[config.mk]
export PLATFORM = sky130hd
export DESIGN_NAME = map_lfsr_gen_flat
export DESIGN_NICKNAME = d
export VERILOG_FILES = /design/src/rtl/map_lfsr_gen_pkg.sv /design/src/rtl/map_lfsr_gen_if.sv /design/src/rtl/map_lfsr_gen_start_sync.sv /design/src/rtl/map_lfsr_gen.sv /design/src/flat_wrapper.sv
export SDC_FILE = /design/constraint.sdc
export NUM_CORES = 1
export LEC_CHECK = 0
export ABC_AREA = 1
export ABC_CLOCK_PERIOD_IN_PS = 3700
export CORE_ASPECT_RATIO = 0.6
export CORE_MARGIN = 5
export CORE_UTILIZATION = 54
export CTS_BUF_LIST = sky130_fd_sc_hd__clkbuf_4 sky130_fd_sc_hd__clkbuf_8 sky130_fd_sc_hd__clkbuf_16
export DETAILED_ROUTE_END_ITERATION = 12
export PLACE_DENSITY_LB_ADDON = 0.25
export RECOVER_POWER = 100
export SLEW_MARGIN = 10
export SYNTH_ARGS = -nofsm -noshare
export SYNTH_HDL_FRONTEND = slang
export SYNTH_SLANG_ARGS = --single-unit
export TNS_END_PERCENT = 50
[constraint.sdc]
create_clock -name clock -period 3.7 [get_ports clock]
set_input_delay 0.555 -clock clock [delete_from_list [all_inputs] [get_ports clock]]
set_output_delay 0.555 -clock clock [all_outputs]
set_load 0.005 [all_outputs]
[src/rtl/map_lfsr_gen_pkg.sv]
// Shared types, default constants and the LFSR step function for map_lfsr_gen.
package map_lfsr_gen_pkg;

    typedef enum logic [1:0] {
        IDLE = 2'd0,
        RUN  = 2'd1,
        HOLD = 2'd2
    } state_t;

    // Widest LFSR the step function handles; callers zero-extend and truncate.
    localparam int unsigned LFSR_MAX_W = 32;

    localparam logic [7:0] DEF_TAPS = 8'hB8;
    localparam logic [7:0] DEF_SEED = 8'h00;

    // One XNOR-feedback shift of a w-bit LFSR held in the low bits of sr.
    function automatic logic [LFSR_MAX_W-1:0] lfsr_next(
        input logic [LFSR_MAX_W-1:0] sr,
        input logic [LFSR_MAX_W-1:0] taps,
        input int unsigned           w
    );
        logic                  fb;
        logic [LFSR_MAX_W-1:0] mask;
        fb   = ~^(sr & taps);
        mask = '0;
        for (int unsigned i = 0; i < LFSR_MAX_W; i++) begin
            if (i < w) mask[i] = 1'b1;
        end
        return {sr[LFSR_MAX_W-2:0], fb} & mask;
    endfunction

endpackage

[src/rtl/map_lfsr_gen_if.sv]
// Host/consumer bundle for map_lfsr_gen: start/N/cont/abort in, dp valid/ready out.
interface map_lfsr_gen_if #(
    parameter int unsigned W = 8
);
    logic         start;
    logic [W:0]   N;
    logic         cont;
    logic         abort;
    logic [W:0]   dp;
    logic         dp_valid;
    logic         dp_ready;
    logic         done;
    logic         busy;
    logic [W-1:0] counter;
    logic [W-1:0] sr;

    modport master (
        output start, N, cont, abort, dp_ready,
        input  dp, dp_valid, done, busy, counter, sr
    );

    modport slave (
        input  start, N, cont, abort, dp_ready,
        output dp, dp_valid, done, busy, counter, sr
    );
endinterface

[src/rtl/map_lfsr_gen_start_sync.sv]
// Start synchroniser and rising-edge detector for map_lfsr_gen.
module map_lfsr_gen_start_sync #(
    parameter bit SYNC_START = 1'b1
) (
    input  logic clock,
    input  logic reset,
    input  logic start,
    output logic start_rise
);
    logic s0;
    logic s1;
    logic primed;
    logic armed;

    // Sample start and arm the detector only after start has been seen low
    // following reset, so a start held high through reset cannot retrigger.
    always_ff @(posedge clock) begin
        if (reset) begin
            s0     <= 1'b0;
            s1     <= 1'b0;
            primed <= 1'b0;
            armed  <= 1'b0;
        end else begin
            s0     <= start;
            s1     <= s0;
            primed <= 1'b1;
            if (primed && !s0) armed <= 1'b1;
        end
    end

    assign start_rise = (SYNC_START) ? (armed & s0 & ~s1)
                                     : (armed & start & ~s0);
endmodule

[src/rtl/map_lfsr_gen.sv]
// LFSR mapping engine: steps a W-bit XNOR LFSR K times and offers {sr, n0}.
module map_lfsr_gen
    import map_lfsr_gen_pkg::*;
#(
    parameter int unsigned   W          = 8,
    parameter logic [W-1:0]  TAPS       = W'(DEF_TAPS),
    parameter logic [W-1:0]  SEED       = W'(DEF_SEED),
    parameter bit            SYNC_START = 1'b1
) (
    input  logic           clock,
    input  logic           reset,
    map_lfsr_gen_if.slave  bus
);
    state_t       state, state_n;
    logic [W-1:0] counter, counter_n;
    logic [W-1:0] sr, sr_n;
    logic [W-1:0] sr_step;
    logic [W-1:0] n_reg, n_reg_n;
    logic         n0, n0_n;
    logic         cont_r, cont_n;
    logic [W:0]   dp_r, dp_n;
    logic         dp_valid_r, dp_valid_n;
    logic         done_r, done_n;
    logic         busy_r, busy_n;
    logic         start_rise;

    map_lfsr_gen_start_sync #(
        .SYNC_START (SYNC_START)
    ) u_start_sync (
        .clock      (clock),
        .reset      (reset),
        .start      (bus.start),
        .start_rise (start_rise)
    );

    assign sr_step = W'(lfsr_next(LFSR_MAX_W'(sr), LFSR_MAX_W'(TAPS), W));

    // Register all state; reset dominates everything.
    always_ff @(posedge clock) begin
        if (reset) begin
            state      <= IDLE;
            counter    <= '0;
            sr         <= SEED;
            n_reg      <= '0;
            n0         <= 1'b0;
            cont_r     <= 1'b0;
            dp_r       <= '0;
            dp_valid_r <= 1'b0;
            done_r     <= 1'b0;
            busy_r     <= 1'b0;
        end else begin
            state      <= state_n;
            counter    <= counter_n;
            sr         <= sr_n;
            n_reg      <= n_reg_n;
            n0         <= n0_n;
            cont_r     <= cont_n;
            dp_r       <= dp_n;
            dp_valid_r <= dp_valid_n;
            done_r     <= done_n;
            busy_r     <= busy_n;
        end
    end

    // Next-state and datapath decode; abort outranks every non-IDLE action.
    always_comb begin
        state_n    = state;
        counter_n  = counter;
        sr_n       = sr;
        n_reg_n    = n_reg;
        n0_n       = n0;
        cont_n     = cont_r;
        dp_n       = dp_r;
        dp_valid_n = dp_valid_r;
        done_n     = done_r;

        if (bus.abort && (state != IDLE)) begin
            state_n    = IDLE;
            dp_valid_n = 1'b0;
            done_n     = 1'b0;
            cont_n     = 1'b0;
        end else begin
            case (state)
                IDLE: begin
                    if (start_rise) begin
                        counter_n = bus.N[W:1];
                        n_reg_n   = bus.N[W:1];
                        n0_n      = bus.N[0];
                        cont_n    = bus.cont;
                        sr_n      = SEED;
                        done_n    = 1'b0;
                        state_n   = RUN;
                    end
                end
                RUN: begin
                    if (counter != '0) begin
                        sr_n      = sr_step;
                        counter_n = counter - W'(1);
                    end else begin
                        dp_n       = {sr, n0};
                        dp_valid_n = 1'b1;
                        done_n     = 1'b1;
                        state_n    = HOLD;
                    end
                end
                HOLD: begin
                    if (dp_valid_r && bus.dp_ready) begin
                        dp_valid_n = 1'b0;
                        if (cont_r) begin
                            counter_n = n_reg;
                            state_n   = RUN;
                        end else begin
                            state_n   = IDLE;
                        end
                    end
                end
                default: state_n = IDLE;
            endcase
        end

        busy_n = (state_n != IDLE);
    end

    assign bus.dp       = dp_r;
    assign bus.dp_valid = dp_valid_r;
    assign bus.done     = done_r;
    assign bus.busy     = busy_r;
    assign bus.counter  = counter;
    assign bus.sr       = sr;
endmodule

[src/flat_wrapper.sv]
// flat-port wrapper written by rule: the top's interface ports become plain ports
module map_lfsr_gen_flat import map_lfsr_gen_pkg::*;
#(
    parameter int unsigned   W          = 8,
    parameter logic [W-1:0]  TAPS       = W'(DEF_TAPS),
    parameter logic [W-1:0]  SEED       = W'(DEF_SEED),
    parameter bit            SYNC_START = 1'b1
)
  (clock, reset, bus_start, bus_N, bus_cont, bus_abort, bus_dp_ready, bus_dp, bus_dp_valid, bus_done, bus_busy, bus_counter, bus_sr);
  map_lfsr_gen_if #(.W(W)) bus_i ();
  input  logic clock;
  input  logic reset;
  input wire logic [$bits(bus_i.start)-1:0] bus_start;
  input wire logic [$bits(bus_i.N)-1:0] bus_N;
  input wire logic [$bits(bus_i.cont)-1:0] bus_cont;
  input wire logic [$bits(bus_i.abort)-1:0] bus_abort;
  input wire logic [$bits(bus_i.dp_ready)-1:0] bus_dp_ready;
  output wire logic [$bits(bus_i.dp)-1:0] bus_dp;
  output wire logic [$bits(bus_i.dp_valid)-1:0] bus_dp_valid;
  output wire logic [$bits(bus_i.done)-1:0] bus_done;
  output wire logic [$bits(bus_i.busy)-1:0] bus_busy;
  output wire logic [$bits(bus_i.counter)-1:0] bus_counter;
  output wire logic [$bits(bus_i.sr)-1:0] bus_sr;
  assign bus_i.start = bus_start;
  assign bus_i.N = bus_N;
  assign bus_i.cont = bus_cont;
  assign bus_i.abort = bus_abort;
  assign bus_i.dp_ready = bus_dp_ready;
  assign bus_dp = bus_i.dp;
  assign bus_dp_valid = bus_i.dp_valid;
  assign bus_done = bus_i.done;
  assign bus_busy = bus_i.busy;
  assign bus_counter = bus_i.counter;
  assign bus_sr = bus_i.sr;
  map_lfsr_gen #(.W(W), .TAPS(TAPS), .SEED(SEED), .SYNC_START(SYNC_START)) u_core (.clock(clock), .reset(reset), .bus(bus_i));
endmodule
==> results.py <==
metrics = {
    "logic_synthesis": {
        "synth_edf_count": 0,
        "ys_ff_latch": 44,
        "synth.most_common_cell": "dfxtp_1",
        "yosys-top-cells-count": "dfxtp_1 (44), nand2_1 (42), a21oi_1 (39)",
        "yosysTopAreaCell": "dfxtp_1",
        "asyncSetResetFlopFracSynth_pct": 0,
        "synth_area_um2": 2080,
        "syn-num-nets": 306,
        "yosys-top-cells-area": "dfxtp_1 (42%), a21oi_1 (9.4%), nand2_1 (7.6%)",
        "synth-main-ff-cell": "dfxtp_1",
        "synth.top_cell.area_share_pct": 42.3,
        "synth_cell_types": 31,
        "yosys_warnings": 0,
        "postSynthCellCount": 285,
        "synth_seq_area_share_pct": 42.3,
        "avgSynthCellArea_um2": 7.31,
    },
    "global_routing": {
        "grt_pass1_wl_um": 8420,
        "antenna_found_initial": 0,
        "gr-usage-met2_pct": 27.6,
        "grt_usage_pct": 19.9,
        "grt_util_met1_pct": 30.6,
        "grt_pass1_vias": 1706,
        "met3_usage_pct": 4.54,
        "busiest_layer": "met1",
        "grt_max_degree": 24,
        "overflow": 0,
    },
    "power_and_ir_drop": {
        "combinationalPowerShare_pct": 20.2,
        "sw_frac_of_total_pct": 28.8,
        "peakVddDrop_v": 0.000249,
        "p_clk_share_pct": 28.5,
        "p_sw_uw": 289,
        "p_leak_uw": 0.00113,
        "p_seq_share_pct": 51.3,
        "internal_power_uw": 715,
        "p_per_area_nw_per_um2": 390,
    },
    "cts": {
        "root_buffer": "clkbuf_8",
        "post_cts_buffers": 0,
        "cts_tree": "built",
        "clk_latency_ns": 0.29,
        "cts.sinks": 44,
        "numCtsBuffers": 5,
        "cts_buffer_depth": 2,
        "path_clk_slew_ns": 0.08,
        "cts_resized": 0,
        "ctsHoldBuffers": 0,
        "htree_levels": 2,
    },
    "sta": {
        "post-route-period-util_pct": 76.6,
        "timing.setup.tns_ns": 0,
        "hold_viol_final": 0,
        "drv_slew": 0,
        "fmax_mhz": 353,
        "setup_viol": 0,
        "rsz0062_at_grt": "false",
        "slew_headroom_pct": 51.0,
        "tightest_slew_ns": 0.735,
        "clock_skew_ns": 0.00227,
        "layout_min_cycle_time_ns": 2.83,
    },
    "min_path": {
        "hold_end": "u_core.bus.dp[5]",
        "hold_path.startpoint": "u_core.bus.dp[5]",
        "hp-class": "flip-flop to flip-flop",
        "hold_depth": 2,
    },
    "route": {
        "drc_errors": 0,
        "wl_per_cell_um": 13.6,
        "first_pass_iters": 5,
        "final_antenna_net_count": 0,
        "routed_wl_um": 5060,
        "num_vias": 1981,
        "vias_per_cell": 5.34,
        "dr.first_iter.drc_count": 220,
    },
    "setup_path": {
        "cp_slowest_cell": "ha_1",
        "timing.rr.start": "u_core.state[0]",
        "critical_path_class": "flip-flop to flip-flop",
        "rr_endpoint": "u_core.bus.sr[7]",
        "required_ns": 3.86,
        "end_kind": "flip-flop",
        "ff2ff_path_depth": 6,
        "cp_num_cells": 6,
        "critPathMaxFanout": 18,
        "cp_num_buf_inv": 1,
        "critPathLaunchType": "flip-flop",
        "cp.arrival_ns": 2.99,
        "path_cells": "ha_1 > o21ai_0 > nor2_1 > clkinvlp_2 > nand2_1 > a21oi_2",
        "max_stage_delay_ns": 0.67,
        "cpLargestDelayFamily": "simple AND/OR/NAND/NOR gates",
        "rrSetupSlack_ns": 0.87,
    },
    "status": {
        "status": "finished, final reports clean",
    },
    "floorplanning": {
        "core_area_um2": 3700,
        "die_y_um": 58.1,
        "start_util_pct": 56.3,
        "dieWidth_um": 90.2,
        "fp.dieArea_um2": 5240,
        "num_rows": 17,
        "io_pins": 43,
    },
    "cells_and_area": {
        "final_util_pct": 69.5,
        "syn_to_final_growth_pct": 23.5,
        "fill_cells": 317,
        "layout.nets": 345,
        "largest_reg_flops": 9,
        "num_antenna_cells": 0,
        "drive_gt1_share_pct": 7.10,
        "layout.cells.non_filler": 371,
    },
    "placement": {
        "io_buffers": 42,
        "place_hpwl_um": 3830,
        "dpl.cell_count": 364,
        "gp_congestion": 0.855,
    },
    "flow_run": {
        "drv_cap": 0,
    },
}
worst max path at each step:
stage / startpoint / endpoint / slack [ns]
after floorplan: u_core.state[1] / u_core.bus.sr[7] / 2.20
after global placement: reset / u_core.bus.busy / 1.19
after detailed placement: reset / u_core.bus.busy / 1.13
after global routing: u_core.state[0] / u_core.bus.sr[0] / 0.66
final: u_core.state[0] / u_core.bus.sr[7] / 0.87
after CTS: reset / u_core.bus.busy / 1.45
worst reg2reg max path: stages, from the launching register on:
cell and delay, ns:
dfxtp_1 0.42, ha_1 0.67, o21ai_0 0.33, nor2_1 0.54, clkinvlp_2 0.50, nand2_1 0.18, a21oi_2 0.06
power groups by stage:
stage          Clock [µW]  Sequential [µW]  Combinational (µW)
6_report              286              515                 203
5_1_grt               311              518                 226
4_1_cts               288              515                 212
3_5_place_dp            0              526                 211
3_3_place_gp            0              526                 208
2_1_floorplan           0              523                 135
routing by layer:
layer / vias up / wire (µm)
li1: 1006 / -
met1: 894 / 2570
met2: 76 / 2060
met3: 5 / 395
met4: 0 / 31
met5: - / 0
placed cells by master, fill, tap and decap left out:
cell type / Yosys / final
dfxtp_1: 44 / 44
nand2_1: 42 / 42
a21oi_1: 39 / 39
nor2_1: 34 / 36
o21ai_0: 30 / 31
inv_1: 29 / 30
dlygate4sd3_1: 0 / 29
nand3_1: 21 / 21
clkdlybuf4s50_1: 0 / 13
ha_1: 6 / 6
or2_2: 5 / 5
clkbuf_8: 0 / 5
inv_2: 4 / 3
nand2_4: 2 / 2
mux2i_1: 2 / 2
nor2_2: 1 / 1
nand2_2: 1 / 1
nor2_4: 3 / 1
nand3_4: 1 / 1
clkinvlp_2: 0 / 1
xor2_1: 1 / 1
xnor2_1: 1 / 1
clkinv_1: 1 / 1
a211oi_1: 1 / 1
o211ai_1: 1 / 1
nor3_1: 1 / 1
a21oi_2: 1 / 1
a41oi_1: 1 / 1
nand4_1: 1 / 1
clkinv_2: 0 / 1
clkbuf_4: 0 / 1
stage by stage:
| step | hold slack (ns) | total power [µW] | instance area (µm²) | worst slack, ns |
|---|---|---|---|---|
| after global routing | 0.473 | 1060 | 2570 | 0.663 |
| after detailed placement | 0.441 | 737 | 2510 | 1.13 |
| after CTS | 0.452 | 1020 | 2590 | 1.45 |
| final | 0.446 | 1000 | 2570 | 0.865 |
| after floorplan | 0.425 | 658 | 2080 | 2.20 |
| after global placement | 0.435 | 734 | 2510 | 1.19 |
cells by family after synthesis:
| kind of cell | synth area share, % |
|---|---|
| XOR/XNOR | 0.841 |
| flip-flops | 42.3 |
| multiplexers | 0.961 |
| buffers and inverters | 8.83 |
| adder cells (fa/ha/maj) | 3.60 |
| AO/OA/AOI/OAI | 18.6 |
| AND/OR/NAND/NOR | 24.9 |
area by class of cell:
class                           instances  area [µm²]  share of cell area [%]
Clock buffer                            6        76.3                    2.97
Clock inverter                          1        5.00                   0.194
Inverter                               35         133                    5.15
Multi-Input combinational cell        196        1000                    38.8
Sequential cell                        44         881                    34.2
Tap cell                               47        58.8                    2.28
Timing Repair Buffer                   42         420                    16.3
Power figures use the tool's default switching activity.
